`config.mk`:
```
export PLATFORM = sky130hd
export DESIGN_NAME = mem_stage_dmem_ctrl_flat
export DESIGN_NICKNAME = d
export VERILOG_FILES = /design/src/rtl/mem_stage_dmem_ctrl_pkg.sv /design/src/rtl/mem_stage_dmem_ctrl_if.sv /design/src/rtl/mem_stage_dmem_ctrl_load_align_ext.sv /design/src/rtl/mem_stage_dmem_ctrl.sv /design/src/flat_wrapper.sv
export SDC_FILE = /design/constraint.sdc
export NUM_CORES = 1
export LEC_CHECK = 0
export CAP_MARGIN = 0
export CORE_MARGIN = 10
export CORE_UTILIZATION = 46
export DETAILED_ROUTE_END_ITERATION = 7
export GPL_TIMING_DRIVEN = 0
export PLACE_DENSITY = 0.81
export SLEW_MARGIN = 10
export SYNTH_ARGS = -nofsm -noshare
export SYNTH_HDL_FRONTEND = slang
export SYNTH_SLANG_ARGS = --single-unit
export TNS_END_PERCENT = 100
```
`constraint.sdc`:
```
create_clock -name clk -period 3.87 [get_ports clk]
set_clock_uncertainty 0.2 [all_clocks]
set_input_delay 0.774 -clock clk [delete_from_list [all_inputs] [get_ports clk]]
set_output_delay 0.774 -clock clk [all_outputs]
set_load 0.01 [all_outputs]
```
`src/rtl/mem_stage_dmem_ctrl_pkg.sv`:
```
// RV32I load/store encodings, controller state type and small helpers
// shared by the MEM-stage data-memory controller and its load aligner.
package mem_stage_dmem_ctrl_pkg;

   typedef enum logic [2:0] {
      LF_LB  = 3'b000,
      LF_LH  = 3'b001,
      LF_LW  = 3'b010,
      LF_LBU = 3'b100,
      LF_LHU = 3'b101
   } load_funct3_t;

   typedef enum logic [2:0] {
      SF_SB = 3'b000,
      SF_SH = 3'b001,
      SF_SW = 3'b010
   } store_funct3_t;

   typedef enum logic [1:0] {
      ST_IDLE  = 2'd0,
      ST_REQ   = 2'd1,
      ST_DONE  = 2'd2,
      ST_DRAIN = 2'd3
   } dmem_state_t;

   typedef enum logic [1:0] {
      SZ_B = 2'd0,
      SZ_H = 2'd1,
      SZ_W = 2'd2
   } access_size_t;

   // Undefined funct3 encodings fall back to word width.
   function automatic access_size_t access_size(input logic [2:0] f3, input logic is_load);
      access_size_t sz;
      if (is_load) begin
         case (f3)
            LF_LB, LF_LBU: sz = SZ_B;
            LF_LH, LF_LHU: sz = SZ_H;
            default:       sz = SZ_W;
         endcase
      end else begin
         case (f3)
            SF_SB:   sz = SZ_B;
            SF_SH:   sz = SZ_H;
            default: sz = SZ_W;
         endcase
      end
      return sz;
   endfunction

   function automatic logic is_misaligned(input access_size_t sz, input logic [1:0] off);
      logic mis;
      case (sz)
         SZ_B:    mis = 1'b0;
         SZ_H:    mis = off[0];
         default: mis = (off != 2'b00);
      endcase
      return mis;
   endfunction

   function automatic logic [3:0] store_mbe(input logic [2:0] f3, input logic [1:0] off);
      logic [3:0] mbe;
      case (f3)
         SF_SB:   mbe = 4'b0001 << off;
         SF_SH:   mbe = 4'b0011 << {off[1], 1'b0};
         default: mbe = 4'b1111;
      endcase
      return mbe;
   endfunction

   function automatic logic [31:0] store_wdata(input logic [2:0] f3, input logic [31:0] rs2);
      logic [31:0] wd;
      case (f3)
         SF_SB:   wd = {4{rs2[7:0]}};
         SF_SH:   wd = {2{rs2[15:0]}};
         default: wd = rs2;
      endcase
      return wd;
   endfunction

endpackage

```
`src/rtl/mem_stage_dmem_ctrl_if.sv`:
```
// Data-memory request/response port: the controller is the master,
// the memory the slave.
interface mem_stage_dmem_ctrl_if;
   logic        dmem_read;
   logic        dmem_write;
   logic [3:0]  dmem_mbe;
   logic [31:0] dmem_address;
   logic [31:0] dmem_wdata;
   logic        dmem_resp;
   logic [31:0] dmem_rdata;

   modport master (
      output dmem_read, dmem_write, dmem_mbe, dmem_address, dmem_wdata,
      input  dmem_resp, dmem_rdata
   );

   modport slave (
      input  dmem_read, dmem_write, dmem_mbe, dmem_address, dmem_wdata,
      output dmem_resp, dmem_rdata
   );
endinterface

```
`src/rtl/mem_stage_dmem_ctrl_load_align_ext.sv`:
```
// Combinational byte/half select and sign/zero extension of a loaded word;
// kept separate so the forwarding path can reuse it.
module mem_stage_dmem_ctrl_load_align_ext
   import mem_stage_dmem_ctrl_pkg::*;
(
   input  logic [2:0]  funct3,
   input  logic [1:0]  offset,
   input  logic [31:0] rdata,
   output logic [31:0] data
);

   logic [7:0]  byte_s;
   logic [15:0] half_s;

   assign byte_s = rdata[{offset, 3'b000} +: 8];
   assign half_s = rdata[{offset[1], 4'b0000} +: 16];

   // Extend the selected lane according to the load type.
   always_comb begin
      data = 32'h0000_0000;
      case (funct3)
         LF_LB:   data = {{24{byte_s[7]}}, byte_s};
         LF_LBU:  data = {24'h00_0000, byte_s};
         LF_LH:   data = {{16{half_s[15]}}, half_s};
         LF_LHU:  data = {16'h0000, half_s};
         default: data = rdata;
      endcase
   end

endmodule

```
`src/rtl/mem_stage_dmem_ctrl.sv`:
```
// MEM-stage data-memory controller: issues loads/stores, stalls the pipeline
// until the access completes and holds the load result until MEM/WB loads it.
module mem_stage_dmem_ctrl
   import mem_stage_dmem_ctrl_pkg::*;
(
   input  logic                  clk,
   input  logic                  rst,
   input  logic                  valid_i,
   input  logic                  mem_read_i,
   input  logic                  mem_write_i,
   input  logic [2:0]            funct3_i,
   input  logic [31:0]           alu_out_i,
   input  logic [31:0]           rs2_out_i,
   input  logic                  advance_i,
   input  logic                  flush_i,
   mem_stage_dmem_ctrl_if.master dmem,
   output logic [31:0]           load_data_o,
   output logic                  stall_o,
   output logic                  misaligned_o
);

   dmem_state_t state_r;
   logic        req_read_r, req_write_r;
   logic [3:0]  req_mbe_r;
   logic [31:0] req_addr_r, req_wdata_r;
   logic [2:0]  req_funct3_r;
   logic [1:0]  req_off_r;
   logic [31:0] load_data_r;
   logic        misaligned_r;

   logic        op_s, mis_s;
   logic        read_s, write_s, stall_s;
   logic [3:0]  mbe_s;
   logic [31:0] addr_s, wdata_s;
   logic [2:0]  cur_funct3_s;
   logic [1:0]  cur_off_s;
   logic [31:0] ext_data_s;

   assign op_s = valid_i & (mem_read_i | mem_write_i) & ~flush_i;
   assign mis_s = is_misaligned(access_size(funct3_i, mem_read_i), alu_out_i[1:0]);

   // The aligner sees the live instruction in IDLE and the latched one afterwards.
   assign cur_funct3_s = (state_r == ST_IDLE) ? funct3_i : req_funct3_r;
   assign cur_off_s    = (state_r == ST_IDLE) ? alu_out_i[1:0] : req_off_r;

   mem_stage_dmem_ctrl_load_align_ext u_align (
      .funct3 (cur_funct3_s),
      .offset (cur_off_s),
      .rdata  (dmem.dmem_rdata),
      .data   (ext_data_s)
   );

   // Request and stall decode; IDLE issues straight from EX/MEM, REQ/DRAIN replay latched fields.
   always_comb begin
      read_s  = 1'b0;
      write_s = 1'b0;
      mbe_s   = 4'b0000;
      addr_s  = 32'h0000_0000;
      wdata_s = 32'h0000_0000;
      stall_s = 1'b0;
      if (rst) begin
         stall_s = 1'b0;
      end else begin
         case (state_r)
            ST_IDLE: begin
               stall_s = op_s;
               if (op_s && !mis_s) begin
                  read_s  = mem_read_i;
                  write_s = mem_write_i;
                  mbe_s   = mem_read_i ? 4'b1111 : store_mbe(funct3_i, alu_out_i[1:0]);
                  addr_s  = {alu_out_i[31:2], 2'b00};
                  wdata_s = store_wdata(funct3_i, rs2_out_i);
               end else begin
                  read_s = 1'b0;
               end
            end
            ST_REQ, ST_DRAIN: begin
               read_s  = req_read_r;
               write_s = req_write_r;
               mbe_s   = req_mbe_r;
               addr_s  = req_addr_r;
               wdata_s = req_wdata_r;
               stall_s = (state_r == ST_REQ);
            end
            default: stall_s = 1'b0;
         endcase
      end
   end

   assign dmem.dmem_read    = read_s;
   assign dmem.dmem_write   = write_s;
   assign dmem.dmem_mbe     = mbe_s;
   assign dmem.dmem_address = addr_s;
   assign dmem.dmem_wdata   = wdata_s;
   assign stall_o           = stall_s;
   assign load_data_o       = load_data_r;
   assign misaligned_o      = misaligned_r;

   // Controller FSM with latched request fields and result registers.
   always_ff @(posedge clk) begin
      if (rst) begin
         state_r      <= ST_IDLE;
         req_read_r   <= 1'b0;
         req_write_r  <= 1'b0;
         req_mbe_r    <= 4'b0000;
         req_addr_r   <= 32'h0000_0000;
         req_wdata_r  <= 32'h0000_0000;
         req_funct3_r <= 3'b000;
         req_off_r    <= 2'b00;
         load_data_r  <= 32'h0000_0000;
         misaligned_r <= 1'b0;
      end else begin
         case (state_r)
            ST_IDLE: begin
               if (op_s && mis_s) begin
                  misaligned_r <= 1'b1;
                  load_data_r  <= 32'h0000_0000;
                  state_r      <= ST_DONE;
               end else if (op_s) begin
                  req_read_r   <= read_s;
                  req_write_r  <= write_s;
                  req_mbe_r    <= mbe_s;
                  req_addr_r   <= addr_s;
                  req_wdata_r  <= wdata_s;
                  req_funct3_r <= funct3_i;
                  req_off_r    <= alu_out_i[1:0];
                  if (dmem.dmem_resp) begin
                     load_data_r <= mem_read_i ? ext_data_s : 32'h0000_0000;
                     state_r     <= ST_DONE;
                  end else begin
                     state_r <= ST_REQ;
                  end
               end else begin
                  state_r <= ST_IDLE;
               end
            end
            ST_REQ: begin
               // A squashed access still runs to completion; only its result is dropped.
               if (dmem.dmem_resp && flush_i) begin
                  state_r <= ST_IDLE;
               end else if (dmem.dmem_resp) begin
                  load_data_r <= req_read_r ? ext_data_s : 32'h0000_0000;
                  state_r     <= ST_DONE;
               end else if (flush_i) begin
                  state_r <= ST_DRAIN;
               end else begin
                  state_r <= ST_REQ;
               end
            end
            ST_DRAIN: begin
               if (dmem.dmem_resp) begin
                  state_r <= ST_IDLE;
               end else begin
                  state_r <= ST_DRAIN;
               end
            end
            ST_DONE: begin
               if (advance_i || flush_i) begin
                  load_data_r  <= 32'h0000_0000;
                  misaligned_r <= 1'b0;
                  state_r      <= ST_IDLE;
               end else begin
                  state_r <= ST_DONE;
               end
            end
            default: state_r <= ST_IDLE;
         endcase
      end
   end

endmodule

```
`src/flat_wrapper.sv`:
```
// flat-port wrapper written by rule: the top's interface ports become plain ports
module mem_stage_dmem_ctrl_flat import mem_stage_dmem_ctrl_pkg::*;
  (clk, rst, valid_i, mem_read_i, mem_write_i, funct3_i, alu_out_i, rs2_out_i, advance_i, flush_i, load_data_o, stall_o, misaligned_o, dmem_dmem_read, dmem_dmem_write, dmem_dmem_mbe, dmem_dmem_address, dmem_dmem_wdata, dmem_dmem_resp, dmem_dmem_rdata);
  mem_stage_dmem_ctrl_if dmem_i ();
  input  logic clk;
  input  logic rst;
  input  logic valid_i;
  input  logic mem_read_i;
  input  logic mem_write_i;
  input  logic [2:0] funct3_i;
  input  logic [31:0] alu_out_i;
  input  logic [31:0] rs2_out_i;
  input  logic advance_i;
  input  logic flush_i;
  output logic [31:0] load_data_o;
  output logic stall_o;
  output logic misaligned_o;
  output wire logic [$bits(dmem_i.dmem_read)-1:0] dmem_dmem_read;
  output wire logic [$bits(dmem_i.dmem_write)-1:0] dmem_dmem_write;
  output wire logic [$bits(dmem_i.dmem_mbe)-1:0] dmem_dmem_mbe;
  output wire logic [$bits(dmem_i.dmem_address)-1:0] dmem_dmem_address;
  output wire logic [$bits(dmem_i.dmem_wdata)-1:0] dmem_dmem_wdata;
  input wire logic [$bits(dmem_i.dmem_resp)-1:0] dmem_dmem_resp;
  input wire logic [$bits(dmem_i.dmem_rdata)-1:0] dmem_dmem_rdata;
  assign dmem_dmem_read = dmem_i.dmem_read;
  assign dmem_dmem_write = dmem_i.dmem_write;
  assign dmem_dmem_mbe = dmem_i.dmem_mbe;
  assign dmem_dmem_address = dmem_i.dmem_address;
  assign dmem_dmem_wdata = dmem_i.dmem_wdata;
  assign dmem_i.dmem_resp = dmem_dmem_resp;
  assign dmem_i.dmem_rdata = dmem_dmem_rdata;
  mem_stage_dmem_ctrl u_core (.clk(clk), .rst(rst), .valid_i(valid_i), .mem_read_i(mem_read_i), .mem_write_i(mem_write_i), .funct3_i(funct3_i), .alu_out_i(alu_out_i), .rs2_out_i(rs2_out_i), .advance_i(advance_i), .flush_i(flush_i), .dmem(dmem_i), .load_data_o(load_data_o), .stall_o(stall_o), .misaligned_o(misaligned_o));
endmodule
```
==> results.toml <==
[global_route]
grt_busiest_layer = "met2"
grtUsageMet3_pct = 4.60
grt_pass1_vias = 6356
antenna_found_initial = 0
grt_pass1_wl_um = 35100
grt_max_degree = 18
use_met2_pct = 37.9
met1_usage_pct = 31.4
grt_util_all_layers_pct = 23.7
overflow = 0

[pwr]
powerDensity_mw_per_mm2 = 310
p_int_w = 0.00189
leakagePower_nw = 3.24
peakVddDrop_mv = 0.271
clockPowerShare_pct = 32.5
switching_share_pct = 29.6
comb_power_share_pct = 23.4
sequentialPowerShare_pct = 44.1
p_sw_w = 0.000792
power_w = 0.00268

[timing]
fin_setup_tns_ns = 0
fmax_mhz = 262
maxSlewViolCount = 0
relSlewSlack_pct = 34.8
rsz0062_at_grt = "true"
finalWorstSetupSlack_ns = 0.0488
setup_viol = 0
hold_viol_final = 0
worst_pin_slew_ns = 0.973
fin_crit_sh_pct = 98.7
period_needed_ns = 3.82

[final_layout]
seqCellArea_mm2 = 0.00220
syn_to_final_growth_pct = 41.4
multiInputGateArea_mm2 = 0.00360
drive_gt1_share_pct = 14.3
fillers = 1138
num_antenna_cells = 0
nets = 1083
post-route-util_pct = 65.8

[routing]
drt-initial-drc-count = 560
routedWlPerCell_um = 19.9
postRouteWirelength_um = 22900
drc = 0
drtAntennaViolNets = 0
num_vias = 6680
viasPerCell = 5.80
drtPass1Iterations = 7

[synthesis]
synthCells = 749
synth.area.top_cells = "dfxtp_1 36%, o31ai_1 5.6%, a22oi_1 5.4%"
yosys.area.top_type_share_pct = 36.0
synth_edf_count = 0
synthArstFlopShare_pct = 0
ys_ff_latch = 110
postSynthAreaPerCell_um2 = 8.16
yosys_warnings = 0
synthFlopType = "dfxtp_1"
yosysTopAreaCell = "dfxtp_1"
ys_types = 58
yosysSeqAreaShare_pct = 36.0
syn_nets = 862
netlist_area_mm2 = 0.00611

[status]
status = "complete, no violations"

[clock_tree]
clock_path_buffers = 2
cts_tree = "done"
clkSinkCount = 110
clockRootBuffer = "clkbuf_16"
cts_hold_buf = 0
htreeDepth = 3
clkTransAtPathRegs_ns = 0.07
clk-insertion-delay-late_ns = 0.35
numCtsBuffers = 9

[floorplan]
die-area_mm2 = 0.0183
ios = 211
dieHeight_um = 135
die_x_um = 135
core_area_mm2 = 0.0131
num_rows = 42
start_util_pct = 46.5

[min_path]
holdCritPathClass = "reg2reg"

[critical_path]
setup.worst_path.class = "in2out"
critPathLaunchType = "primary input"
reg2reg_slack_ns = 0.67
cp.arrival_ns = 2.85
path_max_fanout = 10
end_kind = "output pin"
crit_required_ns = 2.90

[placement]
port_buffers = 206
dp_hpwl_um = 17200
gp_congestion = 0.880
pre_cts_ws_ns = -0.967

[job]
max_cap_violations = 0
## state kept, by name, indices dropped and copies added, names as in the netlist
register and count:
u_core.req_mbe_r 4, u_core.req_wdata_r 32, u_core.req_read_r 1, u_core.req_funct3_r 3, u_core.req_addr_r 32, u_core.state_r 2, u_core.load_data_o 32, u_core.req_off_r 2
u_core.req_write_r 1, u_core.misaligned_o 1
## synth_stat cells (2+ instances only)
cell / n
a211o_1: 2
a211oi_1: 2
a21o_1: 3
a21oi_1: 45
a22o_1: 6
a22oi_1: 44
a2bb2oi_1: 8
a32o_1: 8
and2_1: 10
and3_1: 2
buf_1: 4
buf_2: 15
clkbuf_1: 49
dfxtp_1: 110
ha_1: 6
inv_1: 34
mux2_2: 4
mux2i_1: 33
nand2_1: 64
nand2b_1: 8
nand3_1: 26
nand3b_1: 22
nor2_1: 85
nor2_2: 2
nor2b_1: 4
nor3_1: 2
nor3_2: 2
nor3b_1: 3
nor4_1: 2
o211ai_1: 6
o21a_1: 3
o21ai_0: 28
o22ai_1: 8
o2bb2ai_1: 15
o31ai_1: 46
o32ai_1: 13
o32ai_2: 4
## final cells by class
cell class                      instances  share of cell area [%]
Multi-Input combinational cell        534                    41.7
Sequential cell                       110                    25.5
Timing Repair Buffer                  211                    21.3
Buffer                                 69                    4.34
Clock buffer                           10                    2.65
Tap cell                              176                    2.55
Inverter                               35                    1.53
Clock inverter                          6                   0.449
## per-layer routing
layer  vias to the layer above  share of wire, %
met5                         -                 0
met4                         0               2.1
met3                        33               6.5
met2                       261                47
met1                      3194                44
li1                       3192                 -
## power by group through the flow
stage                     combinational [W]  sequential, W  clock, W
final                              0.000627        0.00118  0.000870
after global routing               0.000675        0.00118  0.000911
after CTS                          0.000612        0.00118  0.000869
after detailed placement           0.000600        0.00121         0
after global placement             0.000597        0.00120         0
after floorplan                    0.000314        0.00121         0
## repair_timing
item,4_1_cts,5_1_grt
endpoints found under the setup margin,69,65
cloned,0,0
resized for setup,181,87
pin swaps,4,8
setup buffers,2,3
## worst paths after layout
path | from | endpoint | cells after the start
worst max-delay path | valid_i | dmem_dmem_wdata[18] | 8
worst min-delay path | u_core.req_wdata_r[14] | u_core.req_wdata_r[14] | 2
worst min register to register | u_core.req_wdata_r[14] | u_core.req_wdata_r[14] | 2
worst max register to register | u_core.state_r[0] | u_core.load_data_o[22] | 9
## logic make-up after synthesis
kind of cell    count (synthesis)  share of synthesized area, %
simple gates                  236                          18.2
mux                            39                          6.76
flops                         110                          36.0
buf+inv                       105                          7.14
compound gates                253                          30.7
fa+ha+maj                       6                          1.23
## metrics by stage
step                hold slack (ns)  area (um^2)  cells
global route                  0.267         8640   1151
floorplan                     0.232         6110    749
finish                        0.254         8640   1151
global placement              0.240         8390   1131
CTS                           0.255         8770   1148
detailed placement            0.245         8390   1131
## cell usage in the layout, fill, tap and decap left out, types with 5 or more instances in the layout
master           instances
a21oi_1                 43
a22o_1                   6
a22oi_1                 44
a2bb2oi_1                8
a32o_1                   8
and2_1                   9
buf_2                   26
buf_6                    8
clkbuf_1                41
clkbuf_16                9
clkbuf_2                38
clkdlybuf4s50_1        134
dfxtp_1                109
dlygate4sd2_1           14
ha_1                     6
inv_1                   34
mux2i_1                 33
nand2_1                 62
nand2b_1                 8
nand3_1                 26
nand3b_1                22
nor2_1                  83
o211ai_1                 6
o21ai_0                 21
o21ai_1                  5
o22ai_1                  8
o2bb2ai_1               15
o31ai_1                 38
o32ai_1                 13
## worst max-delay path: stages
cell             delay [ns]
clkdlybuf4s50_1        0.45
inv_1                  0.07
or4_4                  0.52
buf_6                  0.16
buf_6                  0.16
o31ai_2                0.27
and2_1                 0.18
clkdlybuf4s15_1        0.26
(Power assumes the default switching activity.)
